### src/rtl/font_rom_arbiter.sv
// font_rom_arbiter: shares one synchronous font ROM between the text pixel
// path (client 0) and a background client (client 1). Grants are
// combinational. Each granted word comes back on rdata two cycles after the
// grant, tagged with valid0 or valid1.
module font_rom_arbiter #(
  parameter int ADDR_W       = 11,
  parameter int DATA_W       = 8,
  parameter int STARVE_LIMIT = 64
) (
  input  logic              clk,
  input  logic              reset_n,
  input  logic              video_on,
  input  logic              req0,
  input  logic [ADDR_W-1:0] addr0,
  output logic              gnt0,
  output logic              valid0,
  input  logic              req1,
  input  logic [ADDR_W-1:0] addr1,
  output logic              gnt1,
  output logic              valid1,
  output logic [DATA_W-1:0] rdata,
  output logic              starve,
  output logic [ADDR_W-1:0] rom_addr,
  input  logic [DATA_W-1:0] rom_data
);

  localparam logic [7:0] LIMIT = STARVE_LIMIT[7:0];

  // last_q = 1 means client 1 was granted most recently, so client 0 wins the next tie
  logic              last_q, last_d;
  logic [ADDR_W-1:0] hold_addr_q, hold_addr_d;
  // Return tags: bit 0 is the grant cycle's read, bit 1 is one cycle older
  logic [1:0]        tag_v_q, tag_v_d;
  logic [1:0]        tag_id_q, tag_id_d;
  logic [DATA_W-1:0] rdata_q, rdata_d;
  logic [7:0]        cnt_q, cnt_d;
  logic              starve_q, starve_d;

  // Arbitration: strict priority during active video, otherwise round-robin; no grants in reset
  always_comb begin
    gnt0 = 1'b0;
    gnt1 = 1'b0;
    if (reset_n) begin
      if (video_on) begin
        gnt0 = req0;
        gnt1 = req1 & ~req0;
      end else if (req0 && req1) begin
        gnt0 = last_q;
        gnt1 = ~last_q;
      end else begin
        gnt0 = req0;
        gnt1 = req1;
      end
    end
  end

  // ROM address: the granted address, or the most recently granted address when idle
  always_comb begin
    if (gnt0)      rom_addr = addr0;
    else if (gnt1) rom_addr = addr1;
    else           rom_addr = hold_addr_q;
  end

  // Next-state logic for the arbiter, return pipeline and starvation counter
  always_comb begin
    last_d      = gnt0 ? 1'b0 : (gnt1 ? 1'b1 : last_q);
    hold_addr_d = rom_addr;
    tag_v_d     = {tag_v_q[0], gnt0 | gnt1};
    tag_id_d    = {tag_id_q[0], gnt1};
    // ROM output is valid the cycle after its address was presented
    rdata_d     = tag_v_q[0] ? rom_data : rdata_q;
    if (req1 && !gnt1) begin
      cnt_d = (cnt_q == 8'hFF) ? cnt_q : cnt_q + 8'd1;
    end else begin
      cnt_d = 8'd0;
    end
    starve_d = (cnt_d >= LIMIT);
  end

  // State registers; reset discards any read in flight
  always_ff @(posedge clk or negedge reset_n) begin
    if (!reset_n) begin
      last_q      <= 1'b1;
      hold_addr_q <= '0;
      tag_v_q     <= 2'b00;
      tag_id_q    <= 2'b00;
      rdata_q     <= '0;
      cnt_q       <= 8'd0;
      starve_q    <= 1'b0;
    end else begin
      last_q      <= last_d;
      hold_addr_q <= hold_addr_d;
      tag_v_q     <= tag_v_d;
      tag_id_q    <= tag_id_d;
      rdata_q     <= rdata_d;
      cnt_q       <= cnt_d;
      starve_q    <= starve_d;
    end
  end

  assign valid0 = tag_v_q[1] & ~tag_id_q[1];
  assign valid1 = tag_v_q[1] &  tag_id_q[1];
  assign rdata  = rdata_q;
  assign starve = starve_q;

endmodule

### config.mk
export PLATFORM = sky130hd
export DESIGN_NAME = font_rom_arbiter
export DESIGN_NICKNAME = d
export VERILOG_FILES = /design/src/rtl/font_rom_arbiter.sv
export SDC_FILE = /design/constraint.sdc
export NUM_CORES = 1
export LEC_CHECK = 0
export BUFFER_PORTS_ARGS = -buffer_cell sky130_fd_sc_hd__buf_2
export CAP_MARGIN = 20
export CORE_MARGIN = 2
export CORE_UTILIZATION = 23
export CTS_CLUSTER_DIAMETER = 80
export CTS_CLUSTER_SIZE = 30
export DETAILED_ROUTE_END_ITERATION = 12
export SLEW_MARGIN = 0
export SYNTH_ARGS = -nofsm -noshare
export SYNTH_HDL_FRONTEND = slang
export SYNTH_SLANG_ARGS = --single-unit
### constraint.sdc
create_clock -name clk -period 2.75 [get_ports clk]
set_input_delay 0.1375 -clock clk [delete_from_list [all_inputs] [get_ports clk]]
set_output_delay 0.1375 -clock clk [all_outputs]
set_load 0.02 [all_outputs]
==> flow_summary.yaml, run 1 <==
floorplan:
  ios: 59
  die_y_microns: 85.4
  die_area_sq_mm: 0.00729
  die_x_microns: 85.4
  core.rowCount: 29
  initial_core_util_pct: 23.9
  core_area_sq_mm: 0.00639
worst_setup_path:
  rr_startpoint: "last_q"
  cp-end-kind: "output port"
  critPathRequiredTime_ns: 2.61
  reg2reg_depth: 3
  critPathMaxFanout: 17
  start_kind: "input port"
  arrival_ns: 2.23
  path_class: "input port to output port"
  startpoint: "reset_n"
  rrSetupSlack_ns: 1.18
  r2r_end: "hold_addr_q[6]"
layout:
  fin_area_sq_mm: 0.00199
  multiInputGateArea_sq_um: 626
  drive_above_1_share_pct: 39.4
  fin_nets: 238
  fill_cells: 671
  instances_no_fill: 280
  syn_to_final_growth_pct: 30.5
  seqCellArea_sq_um: 827
  mostFrequentLayoutCell: "buf_2"
  layout_common_cells: "buf_2 (58), dfrtp_1 (32), nor3_1 (18)"
  num_antenna_cells: 0
clocking:
  clock_path_buffers: 2
  h-tree-depth: 2
  clock_latency_ns: 0.29
  root_buffer: "clkbuf_8"
  cts_sinks: 33
  cts_tree: "built"
  cts_inserted_buffers: 5
  cts_resized: 0
  post_cts_buffers: 0
  cts_hold_buf: 1
  path_clk_slew_ns: 0.07
synthesis:
  synth-async-reset-ratio_pct: 100
  synth_cell_type_count: 34
  ys_ff_latch: 33
  synth-edff-count: 0
  syn_inst: 145
  ys.warnings.count: 0
  ys_seq_area_share_pct: 54.3
  synth_fp_nets: 181
  syn-cell-area_sq_mm: 0.00152
  ys_dominant_reg_cell: "dfrtp_1"
  syn_avg_cell_area_sq_um: 10.5
sta:
  worstMarginPinSlew_ns: 0.761
  rsz0062_at_grt: "false"
  max_freq_ghz: 0.423
  timing.slew.headroom_pct: 48.9
  period_share_pct: 85.9
  clock-skew-final_ns: 0.00446
  setup_viol: 0
  final_hold_viol_count: 0
  min_period_ns: 2.36
  drv_slew: 0
  tns_ns: 0
placement:
  port_buffers: 58
  gp_congestion: 0.796
  dpl_cell_area_sq_mm: 0.00186
  hpwl_mm: 2.75
  placed_cells: 271
min_path:
  min_from: "rom_data[7]"
  hold_depth: 2
  hold_end: "rdata[7]"
  hold_path_class: "input port to flop"
power_and_ir_drop:
  power.density_mw_per_mm2: 665
  total_power_mw: 1.32
  peakVddDrop_uv: 320
  p_leak_nw: 0.878
flow_run:
  maxCapViolCount: 0
detailed_routing:
  wl_mm: 3.84
  wire_per_inst_microns: 13.7
  vias: 1371
  first_pass_iters: 4
  ant_nets: 0
  post_drt_via_cell_ratio: 4.90
  route.detailed.drc: 0
  drtIter0Drc: 108
global_routing:
  grtUsageMet1_pct: 15.0
  grt_antenna_before_repair: 0
  met3_usage_pct: 3.70
  grt_use_total_pct: 11.6
  grt_pass1_wl_mm: 6.56
  globalRouteMet2Util_pct: 18.0
  overflow: 0
  grt_max_degree: 32
  grt_pass1_vias: 1340
  busiest_layer: "met2"
outcome:
  status: "completed"
worst max path at each step:
| stage | to | cells past startpoint |
|---|---|---|
| global placement | rom_addr[0] | 5 |
| CTS | rom_addr[6] | 6 |
| global route | rom_addr[6] | 6 |
| floorplan | hold_addr_q[3] | 4 |
| detailed placement | rom_addr[6] | 5 |
| finish | rom_addr[6] | 6 |
synth_stat cells, types with 2 or more instances:
cell type	count	area share (%)
a21oi_1	3	0.98
nand3_1	3	0.98
nor2_1	2	0.49
nor3_1	18	5.9
buf_2	3	0.98
buf_4	2	0.98
a31oi_1	14	5.7
clkbuf_1	4	0.98
nand4_1	12	4.9
o21ai_1	7	2.3
inv_1	4	0.98
a211oi_1	2	0.98
dfrtp_1	32	53
nand2_1	4	0.98
mux2_2	8	5.9
o21ai_0	9	3.0
cells by family after synthesis:
| family | after synthesis | synth area share, % |
|---|---|---|
| buf+inv | 14 | 4.68 |
| compound gates | 39 | 15.0 |
| flops | 33 | 54.3 |
| simple gates | 50 | 19.3 |
| fa+ha+maj | 1 | 0.821 |
| mux | 8 | 5.91 |
critical path: stages:
cell and delay [ns]:
dlygate4sd3_1 0.53, buf_2 0.34, nand2_1 0.36, or2_4 0.42
a31oi_1 0.23, buf_2 0.21
registers in the layout, summed over array words and instances (netlist names):
name,cells
last_q,1
hold_addr_q,11
tag_id_q,2
starve,1
tag_v_q,2
cnt_q,8
rdata,8
layout make-up:
cell class                 instances  area share, %
sequential                        33           41.6
clock inverter                     1           1.51
clock buffer                       7           4.34
timing repair buffer              60           15.5
inverter                           4          0.755
tap                               77           4.85
multi-input combinational         98           31.5
routing by layer:
layer	wire (microns)	share of wire, %
met1	1740	45
met2	1780	46
met3	281	7.3
met4	47	1.2
met5	0	0
power by group:
| group | total, mW | switching, mW | internal [mW] |
|---|---|---|---|
| clock | 0.478 | 0.182 | 0.295 |
| sequential | 0.570 | 0.0256 | 0.545 |
| combinational | 0.274 | 0.170 | 0.104 |
| total | 1.32 | 0.378 | 0.944 |
per-stage QoR:
step	setup WS, ns	util, %	hold WS (ns)
2_1_floorplan	1.16	-	-0.158
3_3_place_gp	0.979	29.2	0.0598
3_5_place_dp	0.907	29.2	0.0660
4_1_cts	0.352	31.1	0.0699
5_1_grt	0.200	31.1	0.0695
6_report	0.387	31.1	0.0766
(Power assumes the default switching activity.)
==> run 2, diff against run 1 <==
Settings changed: BUFFER_PORTS_ARGS -buffer_cell sky130_fd_sc_hd__buf_2 to -buffer_cell sky130_fd_sc_hd__buf_4.
Clock period 2.75 ns to 2.45 ns, I/O delays scaled along.
==> run 2 against run 1 <==
Compared with the run above: worst hold slack worse by 0.011 ns; combinational power rose by 33%; clock skew rose by 0.0015 ns; worst setup slack improved by 0.017 ns; register-to-register slack worse by 0.28 ns; critical path type unchanged; largest power group unchanged.
==> flow_summary.yaml, run 2 (synthesized netlist as in run 1, its figures left out) <==
outcome:
  status: "completed"
layout:
  largest_reg_flops: 11
  fin_nets: 241
  syn_to_final_growth_pct: 42.6
  fin_area_sq_mm: 0.00217
  layout_common_cells: "buf_4 (62), dfrtp_1 (32), nor3_1 (18)"
  mostFrequentLayoutCell: "buf_4"
  max_flop_register: "hold_addr_q"
  num_antenna_cells: 0
  drive_above_1_share_pct: 40.8
  fill_cells: 682
  fin_util_pct: 34.0
sta:
  rsz0062_at_grt: "false"
  max_freq_ghz: 0.489
  clock-skew-final_ns: 0.00597
  drv_slew: 0
  tns_ns: 0
  period_share_pct: 83.5
  worstMarginPinSlew_ns: 0.477
  timing.slew.headroom_pct: 68.0
  setup_viol: 0
  min_period_ns: 2.05
  final_hold_viol_count: 0
  whs_ns: 0.0652
detailed_routing:
  post_drt_via_cell_ratio: 4.91
  route.detailed.drc: 0
  wl_mm: 3.94
  wire_per_inst_microns: 13.9
  ant_nets: 0
  vias: 1389
  first_pass_iters: 4
  drtIter0Drc: 67
worst_setup_path:
  rr_startpoint: "last_q"
  critPathMaxFanout: 27
  reg2reg_depth: 3
  slowest_delay_ns: 0.52
  r2r_end: "cnt_q[4]"
  start_kind: "input port"
  critPathRequiredTime_ns: 2.33
  rrSetupSlack_ns: 0.90
  path_depth: 6
  startpoint: "reset_n"
  cp_cell_sequence: "dlygate4sd3_1, buf_4, nand2_1, o21ai_0, a31oi_1, buf_4"
  crit_path_frequent_cell: "buf_4"
  path_class: "input port to output port"
  crit_end: "rom_addr[0]"
  crit_family: "buffers and inverters"
  path_buf_inv: 3
  slowest_stage: "dlygate4sd3_1"
  arrival_ns: 1.92
  cp-end-kind: "output port"
floorplan:
  die_x_microns: 85.4
  die_area_sq_mm: 0.00729
  ios: 59
  initial_core_util_pct: 23.9
  die_y_microns: 85.4
  core_area_sq_mm: 0.00639
  core.rowCount: 29
power_and_ir_drop:
  total_power_mw: 1.62
  internal_power_mw: 1.18
  power.density_mw_per_mm2: 745
  power_frac_seq_pct: 39.6
  power.switching_mw: 0.435
  peakVddDrop_uv: 254
  combPwrFrac_pct: 22.5
  p_leak_nw: 0.949
  clkPwrFrac_pct: 37.9
  p_sw_share_pct: 26.9
global_routing:
  grt_max_degree: 28
  overflow: 0
  grt_antenna_before_repair: 0
  grt_pass1_vias: 1342
  grt_use_total_pct: 11.2
  grt_pass1_wl_mm: 6.44
clocking:
  cts_resized: 0
  cts_hold_buf: 1
  post_cts_buffers: 0
  path_clk_slew_ns: 0.07
  clock_path_buffers: 2
  cts_tree: "built"
  root_buffer: "clkbuf_8"
  cts_sinks: 33
  clock_latency_ns: 0.28
  cts_inserted_buffers: 5
  h-tree-depth: 2
flow_run:
  maxCapViolCount: 0
min_path:
  hold_path_class: "input port to flop"
placement:
  hpwl_mm: 2.77
  gp_congestion: 0.721
  dpl_cell_area_sq_mm: 0.00203
  port_buffers: 58
[run 2: cell count changes in the layout (fill, tap and decap cells not counted)]
cell,change
buf_4,+61
buf_2,-58
bufinv_16,+1
clkbuf_1,-1
clkbuf_8,-1
clkinv_2,+1
[run 2: worst min-delay path by stage]
stage	end	startpoint	cells past startpoint
after floorplan	cnt_q[0]	reset_n	0
after global placement	cnt_q[7]	reset_n	1
after detailed placement	starve	reset_n	1
after CTS	rdata[6]	rom_data[6]	2
after global routing	rdata[7]	rom_data[7]	2
final	rdata[6]	rom_data[6]	2
[run 2: worst reg2reg max path, cell delays in order (launching register included)]
cell and delay [ns]:
dfstp_2 0.57, o21a_1 0.43, o21ai_2 0.21, a211oi_1 0.25
[run 2: area by class of cell]
cell class	count	area, sq um	share of cell area (%)
Clock inverter	3	65.1	2.99
Tap cell	77	96.3	4.43
Timing Repair Buffer	63	475	21.9
Sequential cell	33	827	38.1
Multi-Input combinational cell	98	626	28.8
Clock buffer	5	68.8	3.17
Inverter	4	15.0	0.691
[run 2: layer usage]
metal	GRT usage, %	share of wire (%)	vias up
met2	17.8	47	48
met5	0	0	-
met1	14.1	45	664
met3	2.63	6.4	8
li1	-	-	669
met4	5.63	2.1	0
[run 2: through the flow]
stage | setup WS (ns) | std cells
CTS | 0.375 | 283
detailed placement | 0.717 | 274
global route | 0.225 | 283
floorplan | 0.857 | 145
finish | 0.404 | 283
global placement | 0.756 | 274
[run 2: power by group through the flow]
| stage | logic, mW | clock network [mW] | registers (mW) |
|---|---|---|---|
| 2_1_floorplan | 0.168 | 0 | 0.674 |
| 3_3_place_gp | 0.364 | 0 | 0.651 |
| 3_5_place_dp | 0.368 | 0 | 0.653 |
| 4_1_cts | 0.370 | 0.633 | 0.642 |
| 5_1_grt | 0.393 | 0.663 | 0.651 |
| 6_report | 0.364 | 0.614 | 0.642 |
